<file path="src/rtl/stable_matching_verify_seq.sv">
// Sequential checker: is a given matching a stable marriage for the supplied preferences?
// Macro STABLE_MATCHING_VERIFY_COUNT_EN: full scan with saturating blocking-pair count.
module stable_matching_verify_seq #(
  parameter int S = 4,
  localparam int LOGS = (S > 1) ? $clog2(S) : 1
) (
  input  logic                   clk,
  input  logic                   rst_n,
  input  logic                   start,
  input  logic [S*S*LOGS-1:0]    pref_a,
  input  logic [S*S*LOGS-1:0]    pref_b,
  input  logic [S*LOGS-1:0]      match,
  output logic                   busy,
  output logic                   done,
  output logic                   stable,
  output logic                   invalid,
  output logic [LOGS-1:0]        block_s,
  output logic [LOGS-1:0]        block_r,
  output logic [2*LOGS:0]        count
);

  localparam int CW = 2*LOGS + 1;

  typedef enum logic [1:0] {
    IDLE, INV, SCAN, DONE
  } state_t;

  state_t state, state_nx;

  logic [S*S*LOGS-1:0] pa, pb;
  logic [S*LOGS-1:0]   mt;
  logic [LOGS-1:0]     inv [S];
  logic [S-1:0]        seen;
  logic [LOGS-1:0]     idx, s, k;
  logic                bad, found, stable_q;
  logic [LOGS-1:0]     bs, br;

  logic [LOGS-1:0] m_r, cand, rival, rk_s, rk_m;
  logic            dup, partner, blocking;
  logic            last_r, last_s, last_k;

  assign m_r    = mt[int'(idx)*LOGS +: LOGS];
  assign dup    = seen[m_r];
  assign cand   = pa[(int'(s)*S + int'(k))*LOGS +: LOGS];
  assign rival  = mt[int'(cand)*LOGS +: LOGS];
  assign last_r = (idx == LOGS'(S-1));
  assign last_s = (s == LOGS'(S-1));
  assign last_k = (k == LOGS'(S-1));

  // ranks of s and of cand's current partner inside cand's list
  always_comb begin
    rk_s = '0;
    rk_m = '0;
    for (int j = 0; j < S; j++) begin
      if (pb[(int'(cand)*S + j)*LOGS +: LOGS] == s)
        rk_s = LOGS'(j);
      if (pb[(int'(cand)*S + j)*LOGS +: LOGS] == rival)
        rk_m = LOGS'(j);
    end
  end

  assign partner  = (cand == inv[s]);
  assign blocking = !partner && (rk_s < rk_m);

  always_ff @(posedge clk or negedge rst_n) begin
    if (!rst_n) state <= IDLE;
    else        state <= state_nx;
  end

  always_comb begin
    state_nx = state;
    unique case (state)
      IDLE: if (start) state_nx = INV;
      INV:  if (last_r) state_nx = (bad || dup) ? DONE : SCAN;
      SCAN: begin
`ifdef STABLE_MATCHING_VERIFY_COUNT_EN
        if ((partner || last_k) && last_s)
          state_nx = DONE;
`else
        if (blocking || ((partner || last_k) && last_s))
          state_nx = DONE;
`endif
      end
      DONE: state_nx = IDLE;
      default: state_nx = IDLE;
    endcase
  end

  always_comb begin
    busy = (state == INV) || (state == SCAN);
    done = (state == DONE);
  end

`ifdef STABLE_MATCHING_VERIFY_COUNT_EN
  logic [CW-1:0] cnt;
  assign count = cnt;
`else
  assign count = '0;
`endif

  always_ff @(posedge clk or negedge rst_n) begin
    if (!rst_n) begin
      pa       <= '0;
      pb       <= '0;
      mt       <= '0;
      seen     <= '0;
      idx      <= '0;
      s        <= '0;
      k        <= '0;
      bad      <= 1'b0;
      found    <= 1'b0;
      stable_q <= 1'b0;
      bs       <= '0;
      br       <= '0;
      for (int i = 0; i < S; i++) inv[i] <= '0;
`ifdef STABLE_MATCHING_VERIFY_COUNT_EN
      cnt      <= '0;
`endif
    end else begin
      unique case (state)
        IDLE: if (start) begin
          pa       <= pref_a;
          pb       <= pref_b;
          mt       <= match;
          seen     <= '0;
          idx      <= '0;
          s        <= '0;
          k        <= '0;
          bad      <= 1'b0;
          found    <= 1'b0;
          stable_q <= 1'b0;
          bs       <= '0;
          br       <= '0;
          for (int i = 0; i < S; i++) inv[i] <= '0;
`ifdef STABLE_MATCHING_VERIFY_COUNT_EN
          cnt      <= '0;
`endif
        end
        INV: begin
          inv[m_r]  <= idx;
          seen[m_r] <= 1'b1;
          if (dup) bad <= 1'b1;
          idx <= idx + LOGS'(1);
        end
        SCAN: begin
          if (partner || last_k) begin
            s <= s + LOGS'(1);
            k <= '0;
          end else begin
            k <= k + LOGS'(1);
          end
          if (blocking) begin
            if (!found) begin
              found <= 1'b1;
              bs    <= s;
              br    <= cand;
            end
`ifdef STABLE_MATCHING_VERIFY_COUNT_EN
            if (cnt != '1) cnt <= cnt + CW'(1);
`endif
          end
        end
        DONE: stable_q <= !bad && !found;
        default: ;
      endcase
    end
  end

  assign stable  = stable_q;
  assign invalid = bad;
  assign block_s = bs;
  assign block_r = br;

endmodule
</file>
<file path="config.mk">
export PLATFORM = sky130hd
export DESIGN_NAME = stable_matching_verify_seq
export DESIGN_NICKNAME = d
export VERILOG_FILES = /design/src/rtl/stable_matching_verify_seq.sv
export SDC_FILE = /design/constraint.sdc
export NUM_CORES = 1
export LEC_CHECK = 0
export CORE_ASPECT_RATIO = 1.1
export CORE_MARGIN = 2
export CORE_UTILIZATION = 30
export DETAILED_ROUTE_END_ITERATION = 10
export GPL_TIMING_DRIVEN = 0
export PLACE_DENSITY = 0.55
export SLEW_MARGIN = 20
export SYNTH_ARGS = -nofsm -noshare
export SYNTH_HDL_FRONTEND = slang
export SYNTH_SLANG_ARGS = --single-unit
</file>
<file path="constraint.sdc">
create_clock -name clk -period 12.1 [get_ports clk]
set_input_delay 2.42 -clock clk [delete_from_list [all_inputs] [get_ports clk]]
set_output_delay 2.42 -clock clk [all_outputs]
set_load 0.05 [all_outputs]
</file>
# Word level (Yosys, flattened, before mapping)
# Index checks and enable logic that the tools add are counted.
# W data, S select, Z words.
# op_classes
n_addsub,7
magnitude_cmp,6
eq_ne,20
shift,6
mux,43
bitwise,3
n_reduce_logical,25
# ops
op,n
$shiftx A32 B7 Y2,4
$mux W2,17
$pmux W2 S2,5
$pmux W8 S2,1
$shiftx A8 B4 Y2,2
$eq A2 B2 Y1,7
$ne A2 B2 Y1 const B,6
$reduce_and A3 Y1,4
$add A4 B2 Y5 const B,2
$eq A2 B2 Y1 const B,5
$bwmux W8,1
$mux W1,8
$mux W8,1
$pmux W2 S4,1
$pmux W4 S2,1
$reduce_and A2 Y1,4
$add A2 B1 Y2 const B,3
$ge A3 B3 Y1 const B,2
$not A2 Y3,2
$pmux W1 S2,3
$reduce_bool A2 Y1,3
$add A4 B1 Y5 const B,1
$add A4 B2 Y5,1
$logic_and A1 B1 Y1,5
other kinds (16),21
# totals
reg_bits,99
inputBits,75
output_inout_bits,13
elab_cells,127

# Depth between registers and ports, before layout
# Gate-level depths: netlist of the first run.
# logic_depth
depth_word,13
mapped_depth,18
ltp_nobuf,15

# Least setup slack after synthesis of the first run
# No wires, ideal clock.
# synth_path
path_kind,register to register
start,reg k[1]
end,reg state[1]
setup_time_ps,125
arrival_ps,3844
required_time_ps,11975
setup_slack_ps,8131
path_stages_with_launch,15
path_buffers,2
synth_period_minus_slack_ps,3969
cell_sequence,dfrtp_1 > buf_6 > buf_6 > mux4_2 > o21a_1 > nor2_1 > a211oi_1 > or4_1 > a211oi_1 > nor2b_1 > ha_1 > o311a_1 > a211o_1 > a21o_1 > mux2_4
# synth_between
elab_chain_cells,13
word_cells_on_any_way,31
classes_between,add/sub: 4; order compare: 1; eq/ne: 9; shift: 5; mux: 6; reduce/logical: 6
# synth_rtl
item,line_no,rtl
from (decl),34,"logic [LOGS-1:0] idx, s, k;"
from (signal assigned),150,k <= k + LOGS'(1);
$add A4 B2 Y5,44,assign cand = pa[(int'(s)*S + int'(k))*LOGS +: LOGS];
$shiftx A32 B7 Y2,44,
$add A4 B1 Y5,"55, 57",
$shiftx A32 B7 Y2,"55, 57",
"$eq A2 B2 Y1, on equally long branches","55, 57",
"$mux W1, on equally long branches","55, 57",
"$mux W2, on equally long branches (2 in series)","55, 57",
$lt A2 B2 Y1,63,assign blocking = !partner && (rk_s < rk_m);
$logic_and A1 B1 Y1,63,
$logic_or A1 B1 Y1 (*),80,if (blocking || ((partner || last_k) && last_s))
$ne A2 B2 Y1 (no source line) (*),n/a,
$reduce_and A3 Y1 (no source line) (*),n/a,
to (signal assigned),67,else state <= state_nx;
to (decl),28,"state_t state, state_nx;"
# Mark *: on every way between the ends. The rest lies on a longest branch, timed or not.
# A chain may end at the register's enable or synchronous reset.

# Worst setup path in the final report of the first run
# layout_path
start,in start
end,reg pb[2]
# layout_between
elab_chain_cells,1
# layout_rtl
item,line_no,rtl
from (decl),9,"input logic start,"
$reduce_and A2 Y1 (no source line),n/a,
to (signal assigned),123,pb <= pref_b;
to (decl),30,"logic [S*S*LOGS-1:0] pa, pb;"
# No other way between the ends.

==> run summary, run 1 <==
Status: finished clean
Synth cell types: 57
Later-pin clock latency in the skew report: 350 ps
Worst slew pin tran: 762 ps
Crit start category: input pin
#FFs+latches synth: 91
Detail Placement HPWL: 8750 um
Wirelength per Cell: 16.5 um
Via/cell ratio: 5.03
Max stage delay on crit path: 640 ps
Crit. path cell count: 5
Final net count: 586
Post-synth EDFFs: 0
Routed Antenna Nets: 0
Hold_buf cts: 0
Clock transition at path regs: 60 ps
Hold Path Depth: 1
Drt pass-1 iters: 4
Util after Layout: 0.393
Vias in the first global route: 3617
Placement row count: 48
Setup Viol. Count Final: 0
CTS tree: done
Initial antenna violation count: 0
Crit end category: flop
Synthesis-to-finish area growth: 27.8%
Total length of routed wires: 11700 um
Die span in x: 125 um
Synth Cell Area: 4830 um^2
MaxCap Viol Count: 0
Synthesized area per cell: 11.7 um^2
Die height: 137 um
Root Driver: clkbuf_16
Syn Inst Count: 413
Most common cell after layout, fill and taps aside: dfrtp_1
# resized after CTS: 0
# diodes: 0
Commonest non-fill, non-tap cells in the layout: dfrtp_1 (91), clkdlybuf4s50_1 (73), mux2_2 (64)
I/O pin cnt: 88
Fin. max-slew vios: 0
TritonCTS Buffers: 9
Minimum clock period: 4600 ps
GP Congestion: 0.850
Hold Vio Cnt, Final: 0
Clock skew: 4.04 ps
Largest net degree at the start of global routing: 76
Crit-path max FO: 10
Critical path type: input pin to flop
Setup bufs post-CTS: 0
1st-iter DRT viols: 180
WP data required: 12340 ps
R2R depth: 14
GRT Overall Usage: 0.141
Crit path cell chain: clkdlybuf4s50_1 > nand2_1 > buf_1 > buf_1 > mux2_2
Core area: 15700 um^2
Syn. warnings: 0
Gr ovfl total: 0
CTS max path bufs: 2
Total Neg Setup Slack: 0 ps
Post-Synth Simple-Gate Area: 0.0911
Fmax: 217 MHz
H-tree depth: 3
DRC Markers: 0
Port-buffer cells: 74
Hold/Removal Path Class: flop to flop
Die Area: 17100 um^2
Via count: 3558
WP data arrival: 4830 ps
Layout fillers: 1577
Largest family of logic cells by synthesized area: multiplexers
Unrepaired setup endpoints after global routing: no
CTS sink cnt: 91
Bufs and invs on worst path: 3
Share of cells above drive strength 1: 0.211
Compound-Gate Fraction of Synth Area: 0.133
Slew headroom: 0.492
Synth Flop Type: dfrtp_1
Asr flop ratio synth: 1.00
XOR/XNOR share of the synthesized area: 0.0145
Family with the most delay on the worst path: buffers and inverters
Post-synthesis sequential area ratio: 0.471
Adder and majority gate portion of the synthesized area: 0.0207
Crit-path most repeated cell: buf_1
Initial core utilization: 0.307
First-pass GRT wire length: 18900 um
Final worst-path cycle share: 0.380
Crit path max-delay cell type: buf_1
Post-synthesis mux area share: 0.233
==> path summary, 6_finish.rpt <==
path | from | slack (ps) | to
worst max-delay path | start | 7500 | pb[2]
worst min-delay path | seen[2] | 500 | seen[2]
worst max register to register | k[1] | 7560 | block_s[0]
worst min register to register | seen[2] | 500 | seen[2]
max in group asynchronous | rst_n | 9590 | mt[1]
min in group asynchronous | rst_n | 1890 | pa[8]
==> synthesized netlist by cell type, types with 4 or more instances <==
master | n | area, um^2
nand3_1 | 9 | 45.0
mux4_2 | 8 | 180
ha_1 | 8 | 100
mux2_2 | 64 | 721
nand2_1 | 28 | 105
a21o_1 | 4 | 30.0
nor2b_1 | 5 | 31.3
o211ai_1 | 8 | 60.1
o21a_1 | 7 | 52.6
inv_1 | 8 | 30.0
a21oi_1 | 10 | 50.1
nor2_1 | 15 | 56.3
and3_1 | 6 | 37.5
buf_4 | 5 | 37.5
a211oi_1 | 7 | 52.6
dfrtp_1 | 91 | 2280
buf_1 | 8 | 30.0
a22oi_1 | 5 | 37.5
o21ai_0 | 24 | 120
xnor2_1 | 7 | 61.3
mux2i_1 | 21 | 210
clkbuf_1 | 7 | 26.3
nand4_1 | 4 | 25.0
==> metrics by stage <==
step	worst slack [ps]	hold WS [ps]	area, um^2	cells
floorplan	8130	455	4850	417
global placement	5260	468	5840	691
detailed placement	7080	489	5870	692
CTS	7450	503	6180	708
global route	7260	512	6180	708
finish	7500	498	6180	708
==> layout make-up <==
type | instances | area [um^2] | share of cell area
plain buffers | 26 | 143 | 0.0231
clock buffers | 15 | 278 | 0.0450
clock inverters | 1 | 30.0 | 0.00486
inverters | 8 | 30.0 | 0.00486
multi-input cells | 292 | 2400 | 0.388
flip-flops and latches | 91 | 2280 | 0.369
well taps | 200 | 250 | 0.0405
repair buffers | 75 | 769 | 0.125
==> registers in the layout, summed over array words and instances (netlist names) <==
name,count
s,2
found,1
invalid,1
inv,8
block_s,2
pb,24
pa,32
block_r,2
mt,8
k,2
idx,2
seen,4
state,2
stable,1
==> metal layers <==
metal  GRT usage  up-vias  share of wire
li1            -     1693              -
met1       0.179     1773           0.45
met2       0.233       72           0.49
met3      0.0250       20          0.034
met4      0.0728        0          0.027
met5           0        -              0
==> kinds of logic (layout without fill, tap and decap cells) <==
logic type               count (synthesis)  count (layout)
flip-flops                              91              91
AO/OA/AOI/OAI                           90              90
multiplexers                            94              94
adder cells (fa/ha/maj)                  8               8
AND/OR/NAND/NOR                         87              87
buffers and inverters                   34             125
XOR/XNOR                                 8               8
other                                    1               5
Power of run 1 is not shown: default switching activity piles up to over one toggle a cycle in this logic, so the estimate is an artifact.
==> run 2: changes to the inputs <==
- PLACE_DENSITY: 0.55 -> 0.56
- clock period: 12.1 -> 3.7 ns (I/O delays scaled with it)
==> run summary, run 2 (synthesis results as in run 1) <==
Status: complete, but fails checks (was finished clean)
Failing checks: negative setup slack
Post-route setup slack: -343 ps (was 7500 ps)
Crit path cell chain: buf_6 > buf_12 > mux4_2 > o21a_4 > or2_1 > and3_4 > or4_4 > a211oi_4 > nor2b_4 > ha_4 > buf_4 > a211o_1 > a21o_1 > mux2_4 (was clkdlybuf4s50_1 > nand2_1 > buf_1 > buf_1 > mux2_2)
Crit start category: flop (was input pin)
MaxCap Viol Count: 0 (unchanged)
Synthesis-to-finish area growth: 35.1% (was 27.8%)
Port-buffer cells: 74 (unchanged)
Clock transition at path regs: 60 ps (about the same)
Slew headroom: 0.500 (was 0.492)
FF-to-FF End: state[1] (was block_s[0])
Critical path type: flop to flop (was input pin to flop)
Fmax: 247 MHz
Drt pass-1 iters: 4 (unchanged)
Worst reg-to-reg setup slack: -340 ps (was 7560 ps)
Core area: 15700 um^2 (unchanged)
Wirelength per Cell: 16.7 um (was 16.5 um)
GP Congestion: 0.825 (was 0.850)
Die span in x: 125 um (unchanged)
Unrepaired setup endpoints after global routing: yes (was no)
Hold/Removal Path Class: input pin to async pin (was flop to flop)
Hold_buf cts: 0 (unchanged)
Crit end category: flop (unchanged)
Later-pin clock latency in the skew report: 350 ps (about the same)
Crit path max-delay cell type: or4_4 (was buf_1)
Share of cells above drive strength 1: 0.299 (was 0.211)
Minimum clock period: 4040 ps
Hold Vio Cnt, Final: 0 (unchanged)
Placement row count: 48 (unchanged)
R2R depth: 14 (unchanged)
TritonCTS Buffers: 9 (unchanged)
H-tree depth: 3 (unchanged)
Setup Viol. Count Final: 7 (was 0)
Bufs and invs on worst path: 3 (unchanged)
Routed Antenna Nets: 0 (unchanged)
Clock skew: 6.77 ps (was 4.04 ps)
Largest net degree at the start of global routing: 53 (was 76)
Register area: 2280 um^2 (unchanged)
WP data arrival: 4280 ps (was 4830 ps)
1st-iter DRT viols: 209 (was 180)
Top Registers: pa: 32 flops, pb: 24 flops (unchanged)
Placed cell area: 5920 um^2 (was 5870 um^2)
CTS sink cnt: 91 (unchanged)
Commonest non-fill, non-tap cells in the layout: dfrtp_1 (91), clkdlybuf4s50_1 (73), mux2_2 (64) (unchanged)
Via count: 3654 (was 3558)
Layout fillers: 1551 (was 1577)
Fin. max-slew vios: 0 (unchanged)
Post-route cell area: 6530 um^2 (was 6180 um^2)
Via/cell ratio: 5.04 (was 5.03)
Detail Placement HPWL: 8820 um (was 8750 um)
Most common cell after layout, fill and taps aside: dfrtp_1 (unchanged)
Final net count: 603 (was 586)
Max reg flops: 32 (unchanged)
# diodes: 0 (unchanged)
Gr ovfl total: 0 (unchanged)
First-pass GRT wire length: 20000 um (was 18900 um)
Final worst-path cycle share: 1.09
Die Area: 17100 um^2 (unchanged)
CTS tree: done (unchanged)
Family with the most delay on the worst path: simple AND/OR/NAND/NOR gates (was buffers and inverters)
Crit-path max FO: 7 (was 10)
Initial core utilization: 0.307 (unchanged)
WP data required: 3930 ps (was 12340 ps)
Initial antenna violation count: 0 (unchanged)
Total Neg Setup Slack: -1870 ps (was 0 ps)
DRC Markers: 0 (unchanged)
Biggest register: pa (unchanged)
Multi-input gate area: 2630 um^2 (was 2400 um^2)
Max stage delay on crit path: 540 ps (was 640 ps)
Vias in the first global route: 3886 (was 3617)
Total length of routed wires: 12100 um (was 11700 um)
Worst slew pin tran: 749 ps (was 762 ps)
Root Driver: clkbuf_16 (unchanged)
I/O pin cnt: 88 (unchanged)
GRT Overall Usage: 0.148 (was 0.141)
CTS max path bufs: 2 (unchanged)
Reg-to-reg critical path startpoint: k[1] (unchanged)
Die height: 137 um (unchanged)
[run 2: cell count changes in the layout (fill, tap and decap cells not counted), sizes merged]
cell	previous run	this run
bufinv	1	0
clkinv	0	5
buf	21	39
clkbuf	22	17
[run 2: how the worst max path moves through the flow]
stage / startpoint / cells past startpoint / endpoint / slack, ps
finish: k[1] / 14 / state[1] / -340
CTS: k[1] / 15 / state[1] / -340
global route: k[1] / 16 / state[1] / -440
floorplan: k[1] / 14 / state[1] / -140
detailed placement: k[0] / 14 / state[1] / -750
global placement: rst_n / 1 / seen[1] / -1520
[run 2: metal layers]
layer  up-vias  track usage  part of all wire
met5         -            0                 0
met4         0       0.0556             0.017
met3        18       0.0336             0.046
met2        89        0.253              0.49
met1      1819        0.185              0.45
li1       1728            -                 -
[run 2: area by class of cell]
class	count	share of cell area
multi-input cells	292	0.402
flip-flops and latches	91	0.349
repair buffers	93	0.142
well taps	200	0.0383
clock buffers	11	0.0372
plain buffers	25	0.0234
inverters	8	0.00460
clock inverters	5	0.00441
[run 2: through the flow]
stage | hold WS, ps | util | worst slack, ps | std cells
6_report | 294 | 0.415 | -343 | 725
5_1_grt | 315 | 0.415 | -440 | 725
4_1_cts | 304 | 0.411 | -343 | 724
3_5_place_dp | 489 | 0.377 | -746 | 692
3_3_place_gp | 471 | 0.375 | -1520 | 691
2_1_floorplan | 444 | - | -145 | 417
[run 2: repair_timing]
item                                   4_1_cts  5_1_grt
cloned                                       2        0
pin swaps                                   22        9
resized for setup                           28       11
setup endpoints to repair                    7        7
buffers inserted                            15        1
endpoints found under the hold margin        0        0
[run 2: worst reg2reg max path: cells and delay by family (launching register included)]
kind / cells / cell delay [ps]
flip-flops: 1 / 360
buffers and inverters: 3 / 430
AND/OR/NAND/NOR: 4 / 1060
multiplexers: 2 / 800
adder cells (fa/ha/maj): 1 / 220
AO/OA/AOI/OAI: 4 / 1040
Power of run 2 is left out for the same reason.
